==> src/rtl/bcd_pkg.sv <==
// Shared types and constants for the digit-serial BCD subtractor.
package bcd_pkg;

  typedef enum logic [1:0] {StIdle, StAdd, StFix, StDone} state_e;

  typedef logic [3:0] digit_t;

  localparam digit_t DIGIT_MAX   = 4'd9;
  localparam digit_t DIGIT_RADIX = 4'd10;

  // 9's complement of a single BCD digit
  function automatic digit_t nines(input digit_t d);
    return DIGIT_MAX - d;
  endfunction

endpackage

==> src/rtl/bcd_digit_adder.sv <==
// One-digit BCD adder with decimal correction; the only arithmetic path in the subtractor.
module bcd_digit_adder
  import bcd_pkg::*;
(
  input  logic [3:0] x,
  input  logic [3:0] y,
  input  logic       cin,
  output logic [3:0] sum,
  output logic       cout
);

  logic [4:0] raw;

  always_comb begin
    raw = {1'b0, x} + {1'b0, y} + {4'b0000, cin};
    if (raw > {1'b0, DIGIT_MAX}) begin
      cout = 1'b1;
      // Low nibble minus the radix equals (raw - radix) modulo 16
      sum  = raw[3:0] - DIGIT_RADIX;
    end else begin
      cout = 1'b0;
      sum  = raw[3:0];
    end
  end

endmodule

==> src/rtl/bcd_serial_subtractor.sv <==
// Digit-serial BCD |a-b| via 10's complement, with a complement pass for negative results.
// Optional input digit checking is enabled with macro BCD_SUB_ERR_CHECK_EN.
module bcd_serial_subtractor
  import bcd_pkg::*;
#(
  parameter int unsigned DIGITS = 4
) (
  input  logic                clk,
  input  logic                rst_n,
  input  logic                start,
  input  logic [4*DIGITS-1:0] a,
  input  logic [4*DIGITS-1:0] b,
  output logic                busy,
  output logic                done,
  output logic [4*DIGITS-1:0] diff,
  output logic                neg,
  output logic                err
);

  localparam int unsigned     IdxW    = (DIGITS > 1) ? $clog2(DIGITS) : 1;
  localparam logic [IdxW-1:0] LastIdx = IdxW'(DIGITS - 1);

  state_e              state_q, state_d;
  logic [4*DIGITS-1:0] a_q, b_q, acc_q, acc_nxt;
  logic [4*DIGITS-1:0] diff_q;
  logic [IdxW-1:0]     idx_q;
  logic                carry_q, neg_q;
  logic                last, abort;
  digit_t              op_x, op_y, sum;
  logic                cout;

`ifdef BCD_SUB_ERR_CHECK_EN
  logic inv_q, err_q;

  function automatic logic has_bad_digit(input logic [4*DIGITS-1:0] v);
    for (int unsigned i = 0; i < DIGITS; i++) begin
      if (v[4*i +: 4] > DIGIT_MAX) return 1'b1;
    end
    return 1'b0;
  endfunction

  assign abort = inv_q;
  assign err   = err_q;
`else
  assign abort = 1'b0;
  assign err   = 1'b0;
`endif

  assign last = (idx_q == LastIdx);

  // Single shared digit path: ADD uses a + 9's(b), FIX uses 9's(acc) + 0
  always_comb begin
    op_x = a_q[{idx_q, 2'b00} +: 4];
    op_y = nines(b_q[{idx_q, 2'b00} +: 4]);
    if (state_q == StFix) begin
      op_x = nines(acc_q[{idx_q, 2'b00} +: 4]);
      op_y = '0;
    end
  end

  bcd_digit_adder u_adder (
    .x    (op_x),
    .y    (op_y),
    .cin  (carry_q),
    .sum  (sum),
    .cout (cout)
  );

  always_comb begin
    acc_nxt = acc_q;
    acc_nxt[{idx_q, 2'b00} +: 4] = sum;
  end

  always_ff @(posedge clk) begin
    if (!rst_n) state_q <= StIdle;
    else        state_q <= state_d;
  end

  always_comb begin
    state_d = state_q;
    unique case (state_q)
      StIdle: if (start) state_d = StAdd;
      StAdd: begin
        if (abort)     state_d = StDone;
        else if (last) state_d = cout ? StDone : StFix;
      end
      StFix:  if (last) state_d = StDone;
      StDone: state_d = StIdle;
      default: state_d = StIdle;
    endcase
  end

  always_comb begin
    busy = (state_q != StIdle);
    done = (state_q == StDone);
  end

  always_ff @(posedge clk) begin
    if (!rst_n) begin
      a_q     <= '0;
      b_q     <= '0;
      acc_q   <= '0;
      idx_q   <= '0;
      carry_q <= 1'b0;
      diff_q  <= '0;
      neg_q   <= 1'b0;
`ifdef BCD_SUB_ERR_CHECK_EN
      inv_q   <= 1'b0;
      err_q   <= 1'b0;
`endif
    end else begin
      case (state_q)
        StIdle: if (start) begin
          a_q     <= a;
          b_q     <= b;
          acc_q   <= '0;
          idx_q   <= '0;
          carry_q <= 1'b1;
`ifdef BCD_SUB_ERR_CHECK_EN
          inv_q   <= has_bad_digit(a) | has_bad_digit(b);
`endif
        end
        StAdd: begin
          if (abort) begin
            diff_q <= '0;
            neg_q  <= 1'b0;
`ifdef BCD_SUB_ERR_CHECK_EN
            err_q  <= 1'b1;
`endif
          end else begin
            acc_q   <= acc_nxt;
            idx_q   <= idx_q + 1'b1;
            carry_q <= cout;
            if (last) begin
              if (cout) begin
                diff_q <= acc_nxt;
                neg_q  <= 1'b0;
`ifdef BCD_SUB_ERR_CHECK_EN
                err_q  <= 1'b0;
`endif
              end else begin
                // Borrow out: result is negative, start the complement pass
                idx_q   <= '0;
                carry_q <= 1'b1;
              end
            end
          end
        end
        StFix: begin
          acc_q   <= acc_nxt;
          idx_q   <= idx_q + 1'b1;
          carry_q <= cout;
          if (last) begin
            diff_q <= acc_nxt;
            neg_q  <= 1'b1;
`ifdef BCD_SUB_ERR_CHECK_EN
            err_q  <= 1'b0;
`endif
          end
        end
        default: ;
      endcase
    end
  end

  assign diff = diff_q;
  assign neg  = neg_q;

endmodule

==> config.mk <==
export PLATFORM = sky130hd
export DESIGN_NAME = bcd_serial_subtractor
export DESIGN_NICKNAME = d
export VERILOG_FILES = /design/src/rtl/bcd_pkg.sv /design/src/rtl/bcd_digit_adder.sv /design/src/rtl/bcd_serial_subtractor.sv
export SDC_FILE = /design/constraint.sdc
export NUM_CORES = 1
export LEC_CHECK = 0
export BUFFER_PORTS_ARGS = -buffer_cell sky130_fd_sc_hd__buf_2
export CORE_MARGIN = 2
export CORE_UTILIZATION = 55
export DETAILED_ROUTE_END_ITERATION = 6
export PLACE_DENSITY = 0.88
export SYNTH_ARGS = -nofsm -noshare
export SYNTH_HDL_FRONTEND = slang
export SYNTH_SLANG_ARGS = --single-unit
export TNS_END_PERCENT = 100
==> constraint.sdc <==
create_clock -name clk -period 8.2 [get_ports clk]
set_clock_uncertainty 0.2 [all_clocks]
set_input_delay 0.82 -clock clk [delete_from_list [all_inputs] [get_ports clk]]
set_output_delay 0.82 -clock clk [all_outputs]
set_load 0.05 [all_outputs]
# Word-level counts from Yosys, hierarchy flattened
# Index checks and enable logic that the tools add are counted.
totals:
  reg_bits: 70
  inputBits: 35
  out_inout_bits: 20
  wordCells: 67
op_classes:
  n_addsub: 7
  n_lt_le_gt_ge: 1
  n_eq_ne: 8
  n_shift: 5
  n_mux: 27
  reduce_logical: 11
op_table:
  columns: ["operator", "count"]
  rows:
  - ["$mux W16", 4]
  - ["$pmux W16 S2", 2]
  - ["$shiftx A16 B5 Y4", 3]
  - ["$bwmux W16", 1]
  - ["$shift A4 B6 Y16 const A", 1]
  - ["$shiftx A4 B6 Y16", 1]
  - ["$mux W2", 6]
  - ["$mux W4", 3]
  - ["$ne A2 B2 Y1 const B", 4]
  - ["$pmux W2 S4", 1]
  - ["$sub A4 B4 Y4 const A", 2]
  - ["$mux W1", 7]
  - ["$eq A2 B2 Y1 const B", 3]
  - ["$neg A4 Y6", 1]
  - ["$pmux W2 S3", 1]
  - ["$reduce_and A2 Y1", 3]
  - ["$reduce_bool A2 Y1", 3]
  - ["$add A4 B4 Y5", 1]
  - ["$add A5 B1 Y5", 1]
  - ["$gt A5 B4 Y1 const B", 1]
  - ["$reduce_and A4 Y1", 1]
  - ["$sub A4 B4 Y4 const B", 1]
  - ["$pmux W1 S3", 1]
  - ["$reduce_and A3 Y1", 1]
  - ["6 further kinds", 6]

# Longest topological paths before layout
# Gate-level depths: netlist of the first run.
logic_depth:
  ltp_word: 12
  ltp_mapped: 19
  mapped_depth_nobuf: 15

# Cells and area by module
# A second synthesis of the first run with hierarchy kept.
unflattened:
  hier_cells: 409
  area_unflattened_um2: 3713.6
modules_own_cells:
  columns: ["mod", "instances", "cells_per_inst", "area_per_inst_um2", "seq_area_each_um2"]
  rows:
  - ["bcd_serial_subtractor", 1, 387, 3502.1, 1401.3]
  - ["bcd_digit_adder", 1, 22, 211.5, 0.0]

# Worst setup path before layout of the first run
# No wires, ideal clock.
synth_path:
  kind: "reg2reg"
  start: "register idx_q[1]"
  end: "register diff_q[13], in the netlist diff[13]"
  arrival_time_ns: 3.963
  required_ns: 7.912
  slack_ns: 3.948
  stages_incl_launch_ff: 17
  path_buffers: 4
  period_less_slack_ns: 4.252
  cell_sequence: "dfxtp_1 -> clkbuf_1 -> mux4_2 -> or2_2 -> fa_1 -> inv_1 -> fa_1 -> buf_2 -> inv_1 -> ha_1 -> nand2_1 -> and4_4 -> buf_6 -> o21a_4 -> or2_4 -> buf_6 -> a311oi_2"
synth_via:
  elab_chain_cells: 12
  word_cells_on_any_way: 26
  cone_classes: "add/sub: 6; order compare: 1; eq/ne: 4; shift: 5; mux: 9; reduce/logical: 1"
synth_lines:
  columns: ["element", "line", "rtl"]
  rows:
  - ["start, declared", "bcd_serial_subtractor.sv:26", "logic [IdxW-1:0] idx_q;"]
  - ["start signal, assigned", "bcd_serial_subtractor.sv:132", "idx_q <= idx_q + 1'b1;"]
  - ["start signal, assigned", "bcd_serial_subtractor.sv:151", "idx_q <= idx_q + 1'b1;"]
  - ["$shiftx A16 B5 Y4 (on tied branches)", "bcd_serial_subtractor.sv:56, bcd_serial_subtractor.sv:54", null]
  - ["$sub A4 B4 Y4", "bcd_pkg.sv:13", "return DIGIT_MAX - d;"]
  - ["$mux W4", "bcd_serial_subtractor.sv:55", "if (state_q == StFix) begin"]
  - ["$add A4 B4 Y5", "bcd_digit_adder.sv:15", "raw = {1'b0, x} + {1'b0, y} + {4'b0000, cin};"]
  - ["$add A5 B1 Y5", "bcd_digit_adder.sv:15", null]
  - ["$sub A4 B4 Y4 / $gt A5 B4 Y1 (equally long branches)", "bcd_digit_adder.sv:19, bcd_digit_adder.sv:16", null]
  - ["$mux W4", "bcd_digit_adder.sv:16", "if (raw > {1'b0, DIGIT_MAX}) begin"]
  - ["$shiftx A4 B6 Y16", "bcd_serial_subtractor.sv:71", "acc_nxt[{idx_q, 2'b00} +: 4] = sum;"]
  - ["$bwmux W16", "bcd_serial_subtractor.sv:71", null]
  - ["$mux W16", "bcd_serial_subtractor.sv:135", "if (cout) begin"]
  - ["$mux W16", "bcd_serial_subtractor.sv:134", "if (last) begin"]
  - ["$pmux W16 S2", "bcd_serial_subtractor.sv:112", "case (state_q)"]
  - ["end signal, assigned", "bcd_serial_subtractor.sv:136", "diff_q <= acc_nxt;"]
  - ["end signal, assigned", "bcd_serial_subtractor.sv:154", "diff_q <= acc_nxt;"]
  - ["end, declared", "bcd_serial_subtractor.sv:25", "logic [4*DIGITS-1:0] diff_q;"]
# Several ways; a longest one is shown, not always the timed one. The select of a mux whose other input is x is not followed.
# A chain may end at the register's enable or synchronous reset.

# Final worst setup path of the first run
layout_path:
  start: "register idx_q[0]"
  end: "register diff_q[1], in the netlist diff[1]"
# Same word-level chain as after synthesis.

==> results.toml, run 1 <==
[global_routing]
busiest_layer = "met2"
routing_usage_on_met1 = 0.338
globalRouteTotalUtil = 0.270
first_global_vias = 3458
antenna_violations_before_repair = 0
gr-usage-met3 = 0.0886
grt_util_met2 = 0.429
grt_pass1_wl_mm = 16.2
maximum_number_of_pins_on_one_net_before_global_route_repair = 36
grt.overflow.total = 0

[clocking]
cts_resized = 0
cts_buffer_depth = 2
clkSinkCount = 70
cts-hold-fix-buffers = 0
h-tree-depth = 3
worstSkewPairLatency_ns = 0.36
clkSlewWorstSetupHoldPaths_ns = 0.07
root_buffer = "sky130_fd_sc_hd__clkbuf_8"
post_cts_setup_buffers = 0
numCtsBuffers = 9
tritoncts = "done"

[route]
drt_iter0_drc = 455
totalWireLength_mm = 9.99
routed_len_inst_um = 16.6
detail_route.drc_violations = 0
length_of_the_first_detailed_routing_pass_in_iterations = 5
vias = 3671
drtAntennaViolNets = 0
routed_via_density = 6.10

[sta]
max_freq_ghz = 0.208
hold_violations = 0
finalCritPeriodShare = 0.587
rsz0062_at_grt = "false"
maxSlewHeadroom = 0.318
report.final.slew_viol_count = 0
totalNegativeSetupSlack_ns = 0
worst_slew_pin_slew_ns = 1.02
finalWorstPathRequiredPeriod_ns = 4.81
final.setup.worst_slack_ns = 3.39
finalSetupViolations = 0

[placement]
dp_worst_setup_slack_ns = 3.43
globalplace.congestion = 1.15
buffer_ports.inserted = 53
dp_hpwl_mm = 7.24

[logic_synthesis]
number_of_standard_cells_after_synthesis = 465
ys_ff_latch = 70
netlist-cell-type-count = 64
dominantRegCellSynth = "sky130_fd_sc_hd__dfxtp_1"
yosys-top-cells-area = "sky130_fd_sc_hd__dfxtp_1, sky130_fd_sc_hd__nand2_1, sky130_fd_sc_hd__a21oi_1"
async_sr_flop_fraction = 0
synth.cell_area_um2 = 3970
ys.warnings.count = 0
post-synth-top-area-fraction = 0.353
synth_fp_nets = 518
post_synth_edffs = 0
avgSynthCellArea_um2 = 8.53
synth-seq-area-share = 0.353
synth_top_area_cell = "sky130_fd_sc_hd__dfxtp_1"

[floorplanning]
std_cell_rows = 30
core_area_um2 = 6870
top_level_ports = 55
die_w_um = 88.9
initial_core_util = 0.577
floorplan.die.height_um = 88.9
floorplan.die_area_um2 = 7900

[critical_path]
cpLargestDelayFamily = "adder cells"
timing.critical_path.required_ns = 8.26
critical-path-max-stage-delay_ns = 0.66
timing_worst_setup_path_type = "flip-flop to flip-flop"
critical-path-slowest-cell = "sky130_fd_sc_hd__dfxtp_1"
cp.buffers_inverters = 3
critPathArrivalTime_ns = 4.87
crit_chain = "buf_4 -> mux4_2 -> or2_2 -> fa_1 -> inv_1 -> fa_1 -> inv_1 -> ha_1 -> nand2_1 -> and4_4 -> o21a_4 -> or2_4 -> a311oi_1"
timing.critical_path.fanout_max = 16
end_kind = "flip-flop"
worst_setup_path_start_kind = "flip-flop"

[layout]
design.final.nets = 554
areaGrowthSynthToFinish_pct = 12.3
layout_filler_cell_count = 558
layout.cells.most_common_list = "sky130_fd_sc_hd__nand2_1, sky130_fd_sc_hd__dfxtp_1, sky130_fd_sc_hd__a21oi_1"
antenna_cells_inserted = 0
commonest_non_fill_non_tap_cell_in_the_layout = "sky130_fd_sc_hd__nand2_1"
layout-drive-gt1-share = 0.208

[power]
power.switching_mw = 0.772
power_density_nw_per_um2 = 365
share_comb_of_total_power = 0.550
p_int_mw = 0.855
irDropWorstVdd_mv = 0.210
total_leakage_power_nw = 1.74
power_switching_share = 0.475
power.share.sequential = 0.254
clockPowerShare = 0.196

[run_status]
run_status = "complete, no violations"

[hold_path]
hold_path.class = "flip-flop to flip-flop"

[run]
maximum_capacitance_violations = 0
==> area by class of cell <==
cell class / instances / area, µm² / area share
repair buffers: 55 / 280 / 0.0630
inverters: 22 / 82.6 / 0.0185
clock buffers: 11 / 151 / 0.0340
clock inverters: 5 / 81.3 / 0.0183
multi-input cells: 343 / 2330 / 0.524
flip-flops and latches: 70 / 1400 / 0.315
well taps: 96 / 120 / 0.0270
==> worst reg2reg max path, stage by stage, from the launching register on <==
cell                       delay, ns
sky130_fd_sc_hd__dfxtp_1        0.66
sky130_fd_sc_hd__buf_4          0.30
sky130_fd_sc_hd__mux4_2         0.50
sky130_fd_sc_hd__or2_2          0.29
sky130_fd_sc_hd__fa_1           0.41
sky130_fd_sc_hd__inv_1          0.09
sky130_fd_sc_hd__fa_1           0.55
sky130_fd_sc_hd__inv_1          0.24
sky130_fd_sc_hd__ha_1           0.28
sky130_fd_sc_hd__nand2_1        0.08
sky130_fd_sc_hd__and4_4         0.22
sky130_fd_sc_hd__o21a_4         0.26
sky130_fd_sc_hd__or2_4          0.36
sky130_fd_sc_hd__a311oi_1       0.28
==> power by group through the flow <==
stage / registers [mW] / clock network [mW] / logic (mW)
finish: 0.412 / 0.319 / 0.895
global route: 0.417 / 0.341 / 0.969
CTS: 0.412 / 0.323 / 0.870
detailed placement: 0.420 / 0 / 0.864
global placement: 0.416 / 0 / 0.842
floorplan: 0.405 / 0 / 0.719
==> synthesized netlist by cell type (all sizes together) (2+ instances only) <==
master and instances:
a2111o 3, a21oi 55, a22oi 4, a2bb2oi 2, a311oi 10, and2 3
and4 3, buf 11, clkbuf 19, dfxtp 70, fa 2, ha 16
inv 22, mux2i 4, mux4 12, nand2 87, nand2b 5, nand3 22
nand3b 4, nand4 10, nor2 17, nor2b 4, nor3 14, nor4 4
o211ai 4, o21a 3, o21ai 23, o22ai 3, o31ai 3, or2 2
or3 2, or3b 3, xnor2 3
==> metrics by stage <==
step	instance area (µm²)	utilization	hold slack, ns	power, mW	std cells
floorplan	3970	-	0.233	1.12	465
global placement	4220	0.614	0.240	1.26	586
detailed placement	4220	0.614	0.248	1.28	586
CTS	4450	0.648	0.261	1.60	602
global route	4450	0.648	0.275	1.73	602
finish	4450	0.648	0.256	1.63	602
==> sequential cells by signal, indices dropped and copies added (netlist names) <==
signal	count
diff	16
acc_q	16
carry_q	1
a_q	16
idx_q	2
state_q	2
neg	1
b_q	16
==> final timing paths <==
kind	start	end	slack (ns)	cells past startpoint
hold reg to reg	diff[14]	diff[14]	0.26	2
setup / recovery	idx_q[0]	diff[1]	3.39	13
hold / removal	diff[14]	diff[14]	0.26	2
setup reg to reg	idx_q[0]	diff[1]	3.39	13
==> cells by family after synthesis <==
| family | count (synthesis) | synth area share |
|---|---|---|
| simple gates | 185 | 0.230 |
| fa+ha+maj | 18 | 0.0606 |
| xor+xnor | 3 | 0.00852 |
| compound gates | 119 | 0.208 |
| mux | 17 | 0.0811 |
| other cells | 1 | 0.000946 |
| flops | 70 | 0.353 |
| buf+inv | 52 | 0.0577 |
==> routing by layer <==
metal | vias to the layer above | routed length, µm
met3 | 47 | 936
met4 | 0 | 363
met5 | - | 0
met2 | 206 | 4670
li1 | 1752 | -
met1 | 1666 | 4020
(Power assumes the default switching activity.)
==> inputs of run 2 (changes only) <==
==> constraint.sdc (replaced) <==
create_clock -name clk -period 4.65 [get_ports clk]
set_clock_uncertainty 0.2 [all_clocks]
set_input_delay 0.465 -clock clk [delete_from_list [all_inputs] [get_ports clk]]
set_output_delay 0.465 -clock clk [all_outputs]
set_load 0.05 [all_outputs]
==> run 2 against run 1 <==
Net effect: first-iteration DRC count fell by 5.1%; non-clock buffer count rose by 3; hold slack got worse by 0.11 ns; sequential cell count did not move; combinational power rose by 81%; largest cell class unchanged; largest power group unchanged; highest routed layer unchanged.
==> results.toml, run 2 (synthesis gave the netlist of run 1 again) <==
[clocking]
cts_resized = 0
cts_buffer_depth = 2
clkSlewWorstSetupHoldPaths_ns = 0.07
root_buffer = "sky130_fd_sc_hd__clkbuf_8"
post_cts_setup_buffers = 0
numCtsBuffers = 9
cts-hold-fix-buffers = 0
worstSkewPairLatency_ns = 0.35
clkSinkCount = 70
tritoncts = "done"
h-tree-depth = 3

[placement]
globalplace.congestion = 1.01
dp_hpwl_mm = 7.40
buffer_ports.inserted = 53
placed_instance_count = 589

[floorplanning]
std_cell_rows = 30
floorplan.die.height_um = 88.9
core_area_um2 = 6870
initial_core_util = 0.577
die_w_um = 88.9
floorplan.die_area_um2 = 7900
top_level_ports = 55

[critical_path]
end_kind = "flip-flop"
timing.critical_path.fanout_max = 16
critical-path-max-stage-delay_ns = 0.53
critPathArrivalTime_ns = 4.37
timing_worst_setup_path_type = "flip-flop to flip-flop"
crit_chain = "buf_4 -> mux4_2 -> or2_2 -> fa_1 -> inv_1 -> fa_2 -> inv_1 -> ha_1 -> nand2_1 -> and4_4 -> o21a_4 -> or2_4 -> a311oi_1"
startpoint = "idx_q[1]"
critical-path-slowest-cell = "sky130_fd_sc_hd__dfxtp_1"
timing.critical_path.required_ns = 4.69
r2r-start = "idx_q[1]"
r2r_cells = 13
critical-path-top-cell-by-count = "sky130_fd_sc_hd__inv_1"
worst_setup_path_start_kind = "flip-flop"

[hold_path]
hold_path.class = "input pin to flip-flop"
holdPathStages = 3
min-delay-start = "a[13]"

[power]
total_leakage_power_nw = 1.73
power_switching_share = 0.495
power.switching_mw = 1.38
share_comb_of_total_power = 0.582
power_density_nw_per_um2 = 629
p_int_mw = 1.40
clockPowerShare = 0.159
irDropWorstVdd_mv = 0.316
power.share.sequential = 0.259

[global_routing]
first_global_vias = 3535
grt.overflow.total = 0
maximum_number_of_pins_on_one_net_before_global_route_repair = 39
globalRouteTotalUtil = 0.266
grt_pass1_wl_mm = 16.5
antenna_violations_before_repair = 0

[sta]
finalCritPeriodShare = 0.931
finalSetupViolations = 0
maxSlewHeadroom = 0.314
finalWorstPathRequiredPeriod_ns = 4.33
hold_violations = 0
worst_slew_pin_slew_ns = 1.03
report.final.slew_viol_count = 0
max_freq_ghz = 0.231
rsz0062_at_grt = "false"
totalNegativeSetupSlack_ns = 0
hold_ws_ns = 0.147

[route]
drt_iter0_drc = 432
routed_via_density = 6.07
vias = 3668
totalWireLength_mm = 10.1
drtAntennaViolNets = 0
length_of_the_first_detailed_routing_pass_in_iterations = 5
detail_route.drc_violations = 0
routed_len_inst_um = 16.7

[run]
maximum_capacitance_violations = 0

[layout]
layout_filler_cell_count = 585
layout-drive-gt1-share = 0.213
antenna_cells_inserted = 0
design.final.nets = 557
layout.cells.most_common_list = "sky130_fd_sc_hd__nand2_1, sky130_fd_sc_hd__dfxtp_1, sky130_fd_sc_hd__a21oi_1"
areaGrowthSynthToFinish_pct = 11.4
finalNonFillerCells = 604
utilization = 0.643
commonest_non_fill_non_tap_cell_in_the_layout = "sky130_fd_sc_hd__nand2_1"

[run_status]
run_status = "complete, no violations"
==> run 2: final timing paths <==
check	slack [ns]	endpoint
worst max-delay path	0.32	diff[3]
worst min-delay path	0.15	a_q[13]
worst max register to register	0.32	diff[3]
worst min register to register	0.26	b_q[4]
==> run 2: cell type report <==
| type | count | area, µm² | area share |
|---|---|---|---|
| Clock inverter | 4 | 22.5 | 0.00510 |
| Multi-Input combinational cell | 343 | 2340 | 0.529 |
| Inverter | 22 | 82.6 | 0.0187 |
| Clock buffer | 11 | 151 | 0.0343 |
| Tap cell | 96 | 120 | 0.0272 |
| Timing Repair Buffer | 58 | 303 | 0.0685 |
| Sequential cell | 70 | 1400 | 0.317 |
==> run 2: worst max-delay path: cells and delay by family (launching register included) <==
| kind | cells | cell delay (ns) |
|---|---|---|
| AND/OR/NAND/NOR | 4 | 0.93 |
| flip-flops | 1 | 0.53 |
| adder cells (fa/ha/maj) | 3 | 1.20 |
| buffers and inverters | 3 | 0.54 |
| multiplexers | 1 | 0.29 |
| AO/OA/AOI/OAI | 2 | 0.53 |
==> run 2: power groups by stage <==
stage	Sequential, mW	Combinational, mW	Clock, mW
global placement	0.730	1.49	0
detailed placement	0.734	1.55	0
CTS	0.720	1.55	0.441
floorplan	0.715	1.27	0
global route	0.730	1.73	0.469
finish	0.721	1.62	0.441
==> run 2: per-layer routing <==
metal	up-vias	routed length, µm	track usage
li1	1746	-	-
met1	1676	4250	0.344
met2	199	4600	0.438
met3	47	867	0.0489
met4	0	355	0.116
met5	-	0	0
==> run 2: through the flow <==
step           total power, mW  setup slack (ns)  cell area, µm²
6_report                  2.78             0.321            4420
5_1_grt                   2.93            0.0642            4420
4_1_cts                   2.72             0.281            4420
3_5_place_dp              2.28             0.279            4240
3_3_place_gp              2.22             0.470            4240
2_1_floorplan             1.98             0.398            3970
